### config.mk
export PLATFORM = sky130hd
export DESIGN_NAME = life_gen_controller
export DESIGN_NICKNAME = d
export VERILOG_FILES = /design/src/rtl/life_pkg.sv /design/src/rtl/life_period_timer.sv /design/src/rtl/life_gen_controller.sv
export SDC_FILE = /design/constraint.sdc
export NUM_CORES = 1
export LEC_CHECK = 0
export BUFFER_PORTS_ARGS = -buffer_cell sky130_fd_sc_hd__buf_2
export CORE_MARGIN = 4
export CORE_UTILIZATION = 40
export DETAILED_ROUTE_END_ITERATION = 12
export GPL_TIMING_DRIVEN = 0
export HOLD_SLACK_MARGIN = 0.08
export SLEW_MARGIN = 20
export SYNTH_ARGS = -nofsm -noshare
export SYNTH_HDL_FRONTEND = slang
export SYNTH_HIERARCHICAL = 1
export SYNTH_SLANG_ARGS = --single-unit
export TNS_END_PERCENT = 50
### constraint.sdc
create_clock -name clk -period 6.5 [get_ports clk]
set_input_delay 1.625 -clock clk [delete_from_list [all_inputs] [get_ports clk]]
set_output_delay 1.625 -clock clk [all_outputs]
set_load 0.1 [all_outputs]
### src/rtl/life_pkg.sv
// life_pkg: shared sizes and controller state encoding for the 4x4 life sequencer.
package life_pkg;

  localparam int CELLS    = 16;  // 4x4 array, bit index 4*row+col
  localparam int PERIOD_W = 24;  // generation-period input and wait counter width
  localparam int GEN_W    = 16;  // saturating generation counter width

  typedef enum logic [2:0] {
    ST_IDLE   = 3'd0,
    ST_LOAD   = 3'd1,
    ST_WAIT   = 3'd2,
    ST_STEP   = 3'd3,
    ST_SETTLE = 3'd4,
    ST_CHECK  = 3'd5,
    ST_HALTED = 3'd6
  } state_t;

endpackage

### src/rtl/life_period_timer.sv
// life_period_timer: loadable down-counter pacing the idle gap between generations.
// A reload value of zero is treated as one so free-run never stalls.
module life_period_timer
  import life_pkg::*;
#(
  parameter int W = PERIOD_W
) (
  input  logic         clk,
  input  logic         i_reset,       // asynchronous, active-low
  input  logic         i_load,
  input  logic [W-1:0] i_load_value,
  input  logic         i_clear,
  input  logic         i_dec,
  output logic         o_tc
);

  logic [W-1:0] r_count;
  logic [W-1:0] w_reload;

  assign w_reload = (i_load_value == '0) ? W'(1) : i_load_value;

  // Count register: clear wins over reload, reload over decrement; never wraps below zero.
  always_ff @(posedge clk or negedge i_reset) begin
    if (!i_reset) begin
      r_count <= '0;
    end else if (i_clear) begin
      r_count <= '0;
    end else if (i_load) begin
      r_count <= w_reload;
    end else if (i_dec && (r_count != '0)) begin
      r_count <= r_count - W'(1);
    end
  end

  // Terminal count: the last waiting cycle before a step is issued.
  assign o_tc = (r_count == W'(1));

endmodule

### src/rtl/life_gen_controller.sv
// life_gen_controller: loads seed patterns into the 4x4 life array, paces generation
// steps, and classifies each new generation as extinct, still life or period-2.
module life_gen_controller
  import life_pkg::*;
(
  input  logic                clk,
  input  logic                i_reset,          // asynchronous, active-low
  input  logic                i_load_valid,
  output logic                o_load_ready,
  input  logic [CELLS-1:0]    i_load_pattern,
  input  logic                i_run,
  input  logic                i_single,
  input  logic [PERIOD_W-1:0] i_period,
  input  logic                i_halt_on_stable,
  input  logic [CELLS-1:0]    i_alive,
  input  logic [CELLS-1:0]    i_alive_prev,
  output logic [CELLS-1:0]    o_val,
  output logic                o_write_enb,
  output logic                o_step,
  output logic [GEN_W-1:0]    o_gen_count,
  output logic                o_extinct,
  output logic                o_stable,
  output logic                o_osc2,
  output logic                o_busy
);

  state_t           r_state;
  state_t           w_state_next;
  logic [CELLS-1:0] r_val;
  logic [CELLS-1:0] r_snapshot;     // alive_prev at the last check = generation two back
  logic [GEN_W-1:0] r_gen_count;
  logic             r_extinct;
  logic             r_stable;
  logic             r_osc2;

  logic             w_accept;
  logic             w_timer_load;
  logic             w_timer_clear;
  logic             w_timer_dec;
  logic             w_timer_tc;
  logic [GEN_W-1:0] w_gen_inc;
  logic             w_extinct;
  logic             w_stable;
  logic             w_osc2;
  logic             w_any_flag;

  life_period_timer #(
    .W(PERIOD_W)
  ) u_timer (
    .clk         (clk),
    .i_reset     (i_reset),
    .i_load      (w_timer_load),
    .i_load_value(i_period),
    .i_clear     (w_timer_clear),
    .i_dec       (w_timer_dec),
    .o_tc        (w_timer_tc)
  );

  // Classification of the generation currently presented by the array.
  assign w_gen_inc  = (r_gen_count == {GEN_W{1'b1}}) ? r_gen_count : r_gen_count + GEN_W'(1);
  assign w_extinct  = (i_alive == '0);
  assign w_stable   = (i_alive == i_alive_prev);
  assign w_osc2     = (i_alive == r_snapshot) && !w_stable && (w_gen_inc >= GEN_W'(2));
  assign w_any_flag = w_extinct | w_stable | w_osc2;

  // State register; reset forces IDLE so step/write_enb drop at once.
  always_ff @(posedge clk or negedge i_reset) begin
    if (!i_reset) begin
      r_state <= ST_IDLE;
    end else begin
      r_state <= w_state_next;
    end
  end

  // Next-state, strobes and timer control; a load always beats run/single.
  always_comb begin
    w_state_next  = r_state;
    w_accept      = 1'b0;
    w_timer_load  = 1'b0;
    w_timer_clear = 1'b0;
    w_timer_dec   = 1'b0;
    o_load_ready  = 1'b0;
    o_write_enb   = 1'b0;
    o_step        = 1'b0;
    o_busy        = 1'b1;
    case (r_state)
      ST_IDLE: begin
        o_load_ready = 1'b1;
        o_busy       = 1'b0;
        if (i_load_valid) begin
          w_accept      = 1'b1;
          w_timer_clear = 1'b1;
          w_state_next  = ST_LOAD;
        end else if (i_run) begin
          w_timer_load = 1'b1;
          w_state_next = ST_WAIT;
        end else if (i_single) begin
          w_state_next = ST_STEP;
        end
      end
      ST_LOAD: begin
        o_write_enb  = 1'b1;
        w_state_next = ST_IDLE;
      end
      ST_WAIT: begin
        o_load_ready = 1'b1;
        if (i_load_valid) begin
          w_accept      = 1'b1;
          w_timer_clear = 1'b1;
          w_state_next  = ST_LOAD;
        end else if (!i_run) begin
          w_timer_clear = 1'b1;
          w_state_next  = ST_IDLE;
        end else if (w_timer_tc) begin
          w_state_next = ST_STEP;
        end else begin
          w_timer_dec = 1'b1;
        end
      end
      ST_STEP: begin
        o_step       = 1'b1;
        w_state_next = ST_SETTLE;
      end
      ST_SETTLE: begin
        w_state_next = ST_CHECK;
      end
      ST_CHECK: begin
        if (i_halt_on_stable && w_any_flag) begin
          w_state_next = ST_HALTED;
        end else if (i_run) begin
          w_timer_load = 1'b1;
          w_state_next = ST_WAIT;
        end else begin
          w_state_next = ST_IDLE;
        end
      end
      ST_HALTED: begin
        o_load_ready = 1'b1;
        o_busy       = 1'b0;
        if (i_load_valid) begin
          w_accept      = 1'b1;
          w_timer_clear = 1'b1;
          w_state_next  = ST_LOAD;
        end else if (!i_run) begin
          w_state_next = ST_IDLE;
        end
      end
      default: begin
        w_state_next = ST_IDLE;
      end
    endcase
  end

  // Seed pattern, generation counter, flags and two-back snapshot.
  always_ff @(posedge clk or negedge i_reset) begin
    if (!i_reset) begin
      r_val       <= '0;
      r_snapshot  <= '0;
      r_gen_count <= '0;
      r_extinct   <= 1'b0;
      r_stable    <= 1'b0;
      r_osc2      <= 1'b0;
    end else if (w_accept) begin
      r_val       <= i_load_pattern;
      r_snapshot  <= '0;
      r_gen_count <= '0;
      r_extinct   <= 1'b0;
      r_stable    <= 1'b0;
      r_osc2      <= 1'b0;
    end else if (r_state == ST_CHECK) begin
      r_gen_count <= w_gen_inc;
      r_extinct   <= w_extinct;
      r_stable    <= w_stable;
      r_osc2      <= w_osc2;
      r_snapshot  <= i_alive_prev;
    end
  end

  assign o_val       = r_val;
  assign o_gen_count = r_gen_count;
  assign o_extinct   = r_extinct;
  assign o_stable    = r_stable;
  assign o_osc2      = r_osc2;

endmodule

==> impl_metrics.env, run 1 <==
export IMPL_cts_sink_count=78
export IMPL_syn_inst=551
export IMPL_antenna_found_initial=0
export IMPL_relSlewSlack_pct=43.0
export IMPL_synth_top_family_by_area="simple AND/OR/NAND/NOR gates"
export IMPL_grt_pass1_vias=4792
export IMPL_crit_fanout=10
export IMPL_rrSetupSlack_ps=2230
export IMPL_routed_via_count=4820
export IMPL_clk_pin_slew_ps=60
export IMPL_crit_required_ps=6720
export IMPL_routed_wl_mm=14.9
export IMPL_cts_hold_buf=0
export IMPL_yosys_cell_types_count=74
export IMPL_cts_max_level=3
export IMPL_die_w_um=121
export IMPL_rows=40
export IMPL_async_flop_share_pct=100
export IMPL_met1Wirelength_mm=6.31
export IMPL_top_layer="met4"
export IMPL_wl_per_cell_um=17.4
export IMPL_cp_arrival_ps=4860
export IMPL_detail_route_first_pass_iterations=5
export IMPL_drive_gt1_share_pct=27.8
export IMPL_cts_root_buf="clkbuf_16"
export IMPL_cts_buffer_depth=2
export IMPL_syn_cell_area_um2=5060
export IMPL_hold_violations=0
export IMPL_synthFlopType="dfrtp_1"
export IMPL_grt_first_pass_wirelength_mm=24.3
export IMPL_post_cts_setup_buffers=0
export IMPL_final_common_cell="buf_2"
export IMPL_cts_resized_gates=0
export IMPL_final_cell_mix="123 x buf_2, 78 x dfrtp_1, 60 x nand2_1"
export IMPL_worst_pin_slew_ps=848
export IMPL_dp_hpwl_mm=11.2
export IMPL_clk_latency_ps=340
export IMPL_diodes=0
export IMPL_rsz0062_at_grt="no"
export IMPL_fp_dieH_um=121
export IMPL_areaGrowthSynthToFinish_pct=22.1
export IMPL_maxCapViolCount=0
export IMPL_min_path_type="reg -> reg"
export IMPL_syn_num_nets=633
export IMPL_fmax_ghz=0.216
export IMPL_finalInstanceArea_um2=6180
export IMPL_finalNonFillerCells=852
export IMPL_status="finished clean"
export IMPL_worstSetupPathType="in -> reg"
export IMPL_power_leakage_nw=2.75
export IMPL_fin_worst_skew_ps=7.21
export IMPL_synth_edf_count=0
export IMPL_synth_compound_area_share_pct=19.9
export IMPL_setup_viol=0
export IMPL_holdWs_ps=503
export IMPL_core_area_um2=12200
export IMPL_drt_vias_per_instance=5.66
export IMPL_finalCritPeriodShare_pct=71.3
export IMPL_dp_cells=836
export IMPL_setup_tns_ps=0
export IMPL_grt_use_total_pct=20.8
export IMPL_dpl_cell_area_um2=5880
export IMPL_cts_buffers=9
export IMPL_first_iter_violations=272
export IMPL_wl_met3_um=769
export IMPL_min_period_ps=4640
export IMPL_drc=0
export IMPL_gp_congestion=0.938
export IMPL_final_antenna_net_count=0
export IMPL_synth_mux_area_fraction_pct=3.76
export IMPL_crit_path_start_kind="input pin"
export IMPL_synth_adder_area_share_pct=0.988
export IMPL_worst_path_most_repeated_cell="clkbuf_1"
export IMPL_synth_simple_area_share_pct=24.3
export IMPL_critical_path_cell_chain="buf_2 -> xor2_1 -> nor4_1 -> nand4_1 -> a31oi_1 -> o41ai_2 -> nand3_1 -> o31ai_1 -> clkbuf_1 -> inv_1 -> clkbuf_1 -> clkbuf_1 -> o211ai_1 -> a22o_1"
export IMPL_start_util_pct=41.5
export IMPL_drv_slew=0
export IMPL_fillCellCount=1228
export IMPL_max_stage_delay_ps=490
export IMPL_yosysWarnings=6
export IMPL_syn_area_per_cell_um2=9.19
export IMPL_tritoncts="done"
export IMPL_ys_seq_area_share_pct=38.5
export IMPL_globalRouteOverflowTotal=0
export IMPL_grt_max_degree=41
export IMPL_final_nets=761
export IMPL_io_buffers=116
export IMPL_p_per_area_nw_per_um2=439
export IMPL_slowest_stage="clkbuf_1"
export IMPL_synth_xor_area_share_pct=7.61
export IMPL_pin_count=117
export IMPL_die_area_um2=14500
export IMPL_wl_met2_mm=7.54
export IMPL_end_kind="register"
export IMPL_synth_seq_cells=78
export IMPL_ir_drop_uv=329
-- cells by family (layout without fill, tap and decap cells) --
logic type | count (synthesis) | in the layout
AOI/OAI and AO/OA | 143 | 143
xor gates and xnor gates | 44 | 44
adders and majority gates | 4 | 4
buffers and inverters | 53 | 186
DFF | 78 | 78
muxes | 17 | 17
and+or+nand+nor | 212 | 212
-- power breakdown --
group | switching, mW | internal [mW] | leakage, nW
registers | 0.138 | 0.645 | 1.02
clock network | 0.211 | 0.311 | 0.149
logic | 1.03 | 0.387 | 1.58
-- state kept, by name (all words and copies together), names as in the netlist --
register,flops
u_timer/r_count,24
o_gen_count,16
o_val,16
r_snapshot,16
r_state,3
o_extinct,1
o_osc2,1
o_stable,1
-- synthesized netlist by cell type, types with 4 or more instances --
cell       count  area [um^2]
inv_1         15         56.3
a21oi_1       20          100
dfrtp_1       78         1950
nand4_1       17          106
nor2b_1        4         25.0
nor3_1        12         60.1
ha_1           4         50.1
nand2_1       60          225
a22o_1         5         43.8
mux2_2        16          180
a31oi_1        9         56.3
xor2_1        36          315
or3_1          7         43.8
a311oi_1       5         43.8
xnor2_1        8         70.1
o31ai_1        6         45.0
o21ai_1        4         20.0
and4_1         8         70.1
and3_1         6         37.5
clkbuf_1      20         75.1
nor2_1        35          131
a211oi_1      11         82.6
nor4_1        25          156
a2111oi_1      5         50.1
buf_2          8         40.0
o21ai_0       42          210
nand3_1        8         40.0
-- worst paths after layout --
kind	endpoint	depth (start not counted)	start
max in group asynchronous	u_timer/r_count[23]	2	i_reset
min reg2reg	o_val[15]	1	o_val[15]
max reg2reg	u_timer/r_count[21]	13	o_gen_count[0]
max	u_timer/r_count[21]	14	i_alive[0]
min in group asynchronous	r_snapshot[11]	1	i_reset
min	o_val[15]	1	o_val[15]
-- worst max-delay path, delay by kind of cell --
family | cells | cell delay, ps
xor+xnor | 1 | 160
simple gates | 3 | 760
compound gates | 5 | 870
buf+inv | 5 | 1440
-- per-layer routing --
layer	GRT usage [%]	vias up
li1	-	2318
met1	25.5	2327
met2	36.5	155
met3	4.86	20
met4	5.59	0
met5	0	-
-- metrics by stage --
step | total power, mW | utilization, % | worst slack, ps
after CTS | 2.74 | 50.6 | 1910
final | 2.72 | 50.6 | 1860
after global routing | 2.88 | 50.6 | 1670
after global placement | 2.17 | 47.9 | 1550
after floorplan | 1.88 | - | 2150
after detailed placement | 2.20 | 48.1 | 1550
-- layout make-up --
type / count / area, um^2 / share of cell area [%]
timing repair buffer: 117 / 603 / 9.75
tap: 168 / 210 / 3.40
clock buffer: 10 / 239 / 3.86
multi-input combinational: 420 / 2870 / 46.3
clock inverter: 6 / 68.8 / 1.11
buffer: 38 / 189 / 3.05
inverter: 15 / 56.3 / 0.910
sequential: 78 / 1950 / 31.6
(Power assumes the default switching activity.)
==> run 2, diff against run 1 <==
--- a/config.mk
+++ b/config.mk
@@ -5,6 +5,7 @@
 export SDC_FILE = /design/constraint.sdc
 export NUM_CORES = 1
 export LEC_CHECK = 0
+export ABC_AREA = 1
 export BUFFER_PORTS_ARGS = -buffer_cell sky130_fd_sc_hd__buf_2
 export CORE_MARGIN = 4
 export CORE_UTILIZATION = 40
==> constraint.sdc (replaced) <==
create_clock -name clk -period 4.5 [get_ports clk]
set_input_delay 1.125 -clock clk [delete_from_list [all_inputs] [get_ports clk]]
set_output_delay 1.125 -clock clk [all_outputs]
set_load 0.1 [all_outputs]
==> impl_metrics.env, run 2 <==
export IMPL_status="finished clean"
export IMPL_routed_wl_mm=15.5
export IMPL_p_int_mw=2.08
export IMPL_grt_use_total_pct=21.3
export IMPL_pre_cts_slack_ps=431
export IMPL_async_flop_share_pct=100
export IMPL_syn_area_per_cell_um2=7.16
export IMPL_relSlewSlack_pct=35.2
export IMPL_cts_hold_buf=0
export IMPL_rrSetupSlack_ps=930
export IMPL_hold_violations=0
export IMPL_fp_dieH_um=123
export IMPL_p_sw_mw=2.34
export IMPL_drive_gt1_share_pct=24.6
export IMPL_rsz0062_at_grt="no"
export IMPL_synth_top_area_share_pct=36.8
export IMPL_tritoncts="done"
export IMPL_wl_per_cell_um=14.9
export IMPL_diodes=0
export IMPL_path_buf_inv=4
export IMPL_crit_path_start_kind="input pin"
export IMPL_die_area_um2=15200
export IMPL_met2_usage_pct=34.9
export IMPL_synthFlopType="dfrtp_1"
export IMPL_ys_seq_area_share_pct=36.8
export IMPL_min_path_type="reg -> reg"
export IMPL_min_period_ps=3690
export IMPL_drv_slew=0
export IMPL_dp_hpwl_mm=12.1
export IMPL_setup_tns_ps=0
export IMPL_yosysWarnings=6
export IMPL_globalRouteOverflowTotal=0
export IMPL_finalInstanceArea_um2=6430
export IMPL_worst_path_most_repeated_cell="nand2_1"
export IMPL_switching_share_pct=53.0
export IMPL_syn_cell_area_um2=5310
export IMPL_routed_via_count=5304
export IMPL_r2r_cells=21
export IMPL_dpl_cell_area_um2=6140
export IMPL_syn_num_nets=823
export IMPL_grt_max_degree=43
export IMPL_crit_start="i_alive[3]"
export IMPL_gp_congestion=0.893
export IMPL_finish_utilization_pct=50.1
export IMPL_largest_reg_flops=24
export IMPL_first_iter_violations=373
export IMPL_pin_count=117
export IMPL_crit_required_ps=4720
export IMPL_r2r_end="u_timer/r_count[5]"
export IMPL_final_common_cell="nand2_1"
export IMPL_crit_end="u_timer/r_count[5]"
export IMPL_power_leakage_nw=3.27
export IMPL_antenna_found_initial=0
export IMPL_regMostFlops="u_timer/r_count"
export IMPL_crit_fanout=10
export IMPL_r2r_start="o_gen_count[1]"
export IMPL_synth_edf_count=0
export IMPL_end_kind="register"
export IMPL_io_buffers=116
export IMPL_busiest_layer="met2"
export IMPL_post_cts_setup_buffers=0
export IMPL_clkPwrFrac_pct=16.6
export IMPL_rows=41
export IMPL_p_seq_share_pct=25.8
export IMPL_detail_route_first_pass_iterations=5
export IMPL_crit_family="simple AND/OR/NAND/NOR gates"
export IMPL_final_cell_mix="174 x nand2_1, 118 x buf_2, 105 x nor2_1"
export IMPL_synth_seq_cells=78
export IMPL_yosys_cell_types_count=36
export IMPL_p_per_area_nw_per_um2=687
export IMPL_yosysTopAreaCell="dfrtp_1"
export IMPL_worstSetupPathType="in -> reg"
export IMPL_cts_sink_count=78
export IMPL_clk_pin_slew_ps=60
export IMPL_critical_path_cell_chain="buf_2 -> inv_1 -> nand2_1 -> nand4_1 -> or2_2 -> nor3_1 -> nor2_1 -> nand2_2 -> nand2_1 -> nand2_1 -> o21ai_0 -> inv_2 -> clkbuf_1 -> nand3_1 -> o21ai_0 -> o22ai_2"
export IMPL_cts_resized_gates=0
export IMPL_cp_depth=16
export IMPL_slowest_stage="clkbuf_1"
export IMPL_holdWs_ps=499
export IMPL_max_stage_delay_ps=500
export IMPL_cts_root_buf="clkbuf_16"
export IMPL_cp_arrival_ps=3910
export IMPL_met3_usage_pct=4.62
export IMPL_drt_vias_per_instance=5.08
export IMPL_finalCritPeriodShare_pct=82.0
export IMPL_core_area_um2=12800
export IMPL_syn_inst=741
export IMPL_fmax_ghz=0.271
export IMPL_ir_drop_uv=377
export IMPL_worst_pin_slew_ps=961
export IMPL_yosysMostFrequentCell="nand2_1"
export IMPL_drc=0
export IMPL_grt_first_pass_wirelength_mm=25.3
export IMPL_die_w_um=123
export IMPL_grtUsageMet1_pct=28.2
export IMPL_ys_top_cells_by_count="174 x nand2_1, 106 x nor2_1, 78 x dfrtp_1"
export IMPL_cts_buffers=9
export IMPL_synth_area_leaders="dfrtp_1 37%, nand2_1 12%, nor2_1 7.5%"
export IMPL_maxCapViolCount=0
export IMPL_cts_max_level=3
export IMPL_final_nets=951
export IMPL_setup_viol=0
export IMPL_p_comb_share_pct=57.6
export IMPL_grt_pass1_vias=5146
export IMPL_cts_buffer_depth=2
export IMPL_fin_worst_skew_ps=4.84
export IMPL_setup_ws_ps=811
export IMPL_clk_latency_ps=340
export IMPL_areaGrowthSynthToFinish_pct=21.1
export IMPL_start_util_pct=41.4
export IMPL_final_antenna_net_count=0
-- run 2: cell count changes after synthesis, moves of 12 or more --
| cell | previous run | this run |
|---|---|---|
| clkbuf_1 | 20 | 8 |
| inv_1 | 15 | 76 |
| nand2_1 | 60 | 174 |
| nand3_1 | 8 | 77 |
| nor2_1 | 35 | 106 |
| nor2_2 | 0 | 14 |
| nor4_1 | 25 | 2 |
| xor2_1 | 36 | 10 |
-- run 2: kinds of logic (layout without fill, tap and decap cells) --
family	Yosys count	in the layout	share of synthesized area, %
flops	78	78	36.8
fa+ha+maj	4	4	0.943
compound gates	86	86	9.92
buf+inv	99	231	7.71
simple gates	431	431	36.8
xor+xnor	27	27	4.45
mux	16	16	3.39
-- run 2: power by group through the flow --
stage / Combinational (mW) / Clock [mW] / Sequential (mW)
2_1_floorplan: 1.44 / 0 / 1.69
3_3_place_gp: 2.52 / 0 / 1.14
3_5_place_dp: 2.55 / 0 / 1.15
4_1_cts: 2.56 / 0.755 / 1.14
5_1_grt: 2.77 / 0.786 / 1.18
6_report: 2.54 / 0.734 / 1.14
-- run 2: cell type report --
class / count / area [um^2]
timing repair buffer: 117 / 611
clock inverter: 4 / 47.5
inverter: 81 / 304
sequential: 78 / 1950
clock buffer: 11 / 243
tap: 172 / 215
multi-input combinational: 564 / 2950
fill: 1364 / 6400
buffer: 18 / 105
-- run 2: worst register-to-register path: stages (launching register included) --
cell and delay [ps]:
dfrtp_1 440, ha_1 320, nand2_2 100, nor2_4 160
nand2_4 110, nor2_2 140, nand2_1 110, nand2_1 100
nor2_2 40, nand2_1 50, nor2_1 50, nand3_1 70
nand2_1 80, nand2_2 80, nand2_1 50, nand2_1 50
o21ai_0 330, inv_2 300, clkbuf_1 510, nand3_1 140
o21ai_0 120, o22ai_2 110
-- run 2: worst min path at each step --
stage	from	endpoint	slack, ps	cells past startpoint
2_1_floorplan	r_snapshot[4]	r_snapshot[4]	490	2
3_3_place_gp	o_val[7]	o_val[7]	480	1
3_5_place_dp	o_val[9]	o_val[9]	490	1
4_1_cts	o_val[9]	o_val[9]	500	1
5_1_grt	o_val[9]	o_val[9]	520	1
6_report	o_val[9]	o_val[9]	500	1
-- run 2: layer usage --
metal / share of wire, % / wire length, um
met1: 45 / 7020
met2: 47 / 7300
met3: 6.6 / 1030
met4: 1.3 / 204
met5: 0 / 0
-- run 2: through the flow --
stage,power (mW),instances
finish,4.42,1045
CTS,4.45,1045
detailed placement,3.70,1030
floorplan,3.13,741
global placement,3.66,1029
global route,4.73,1045
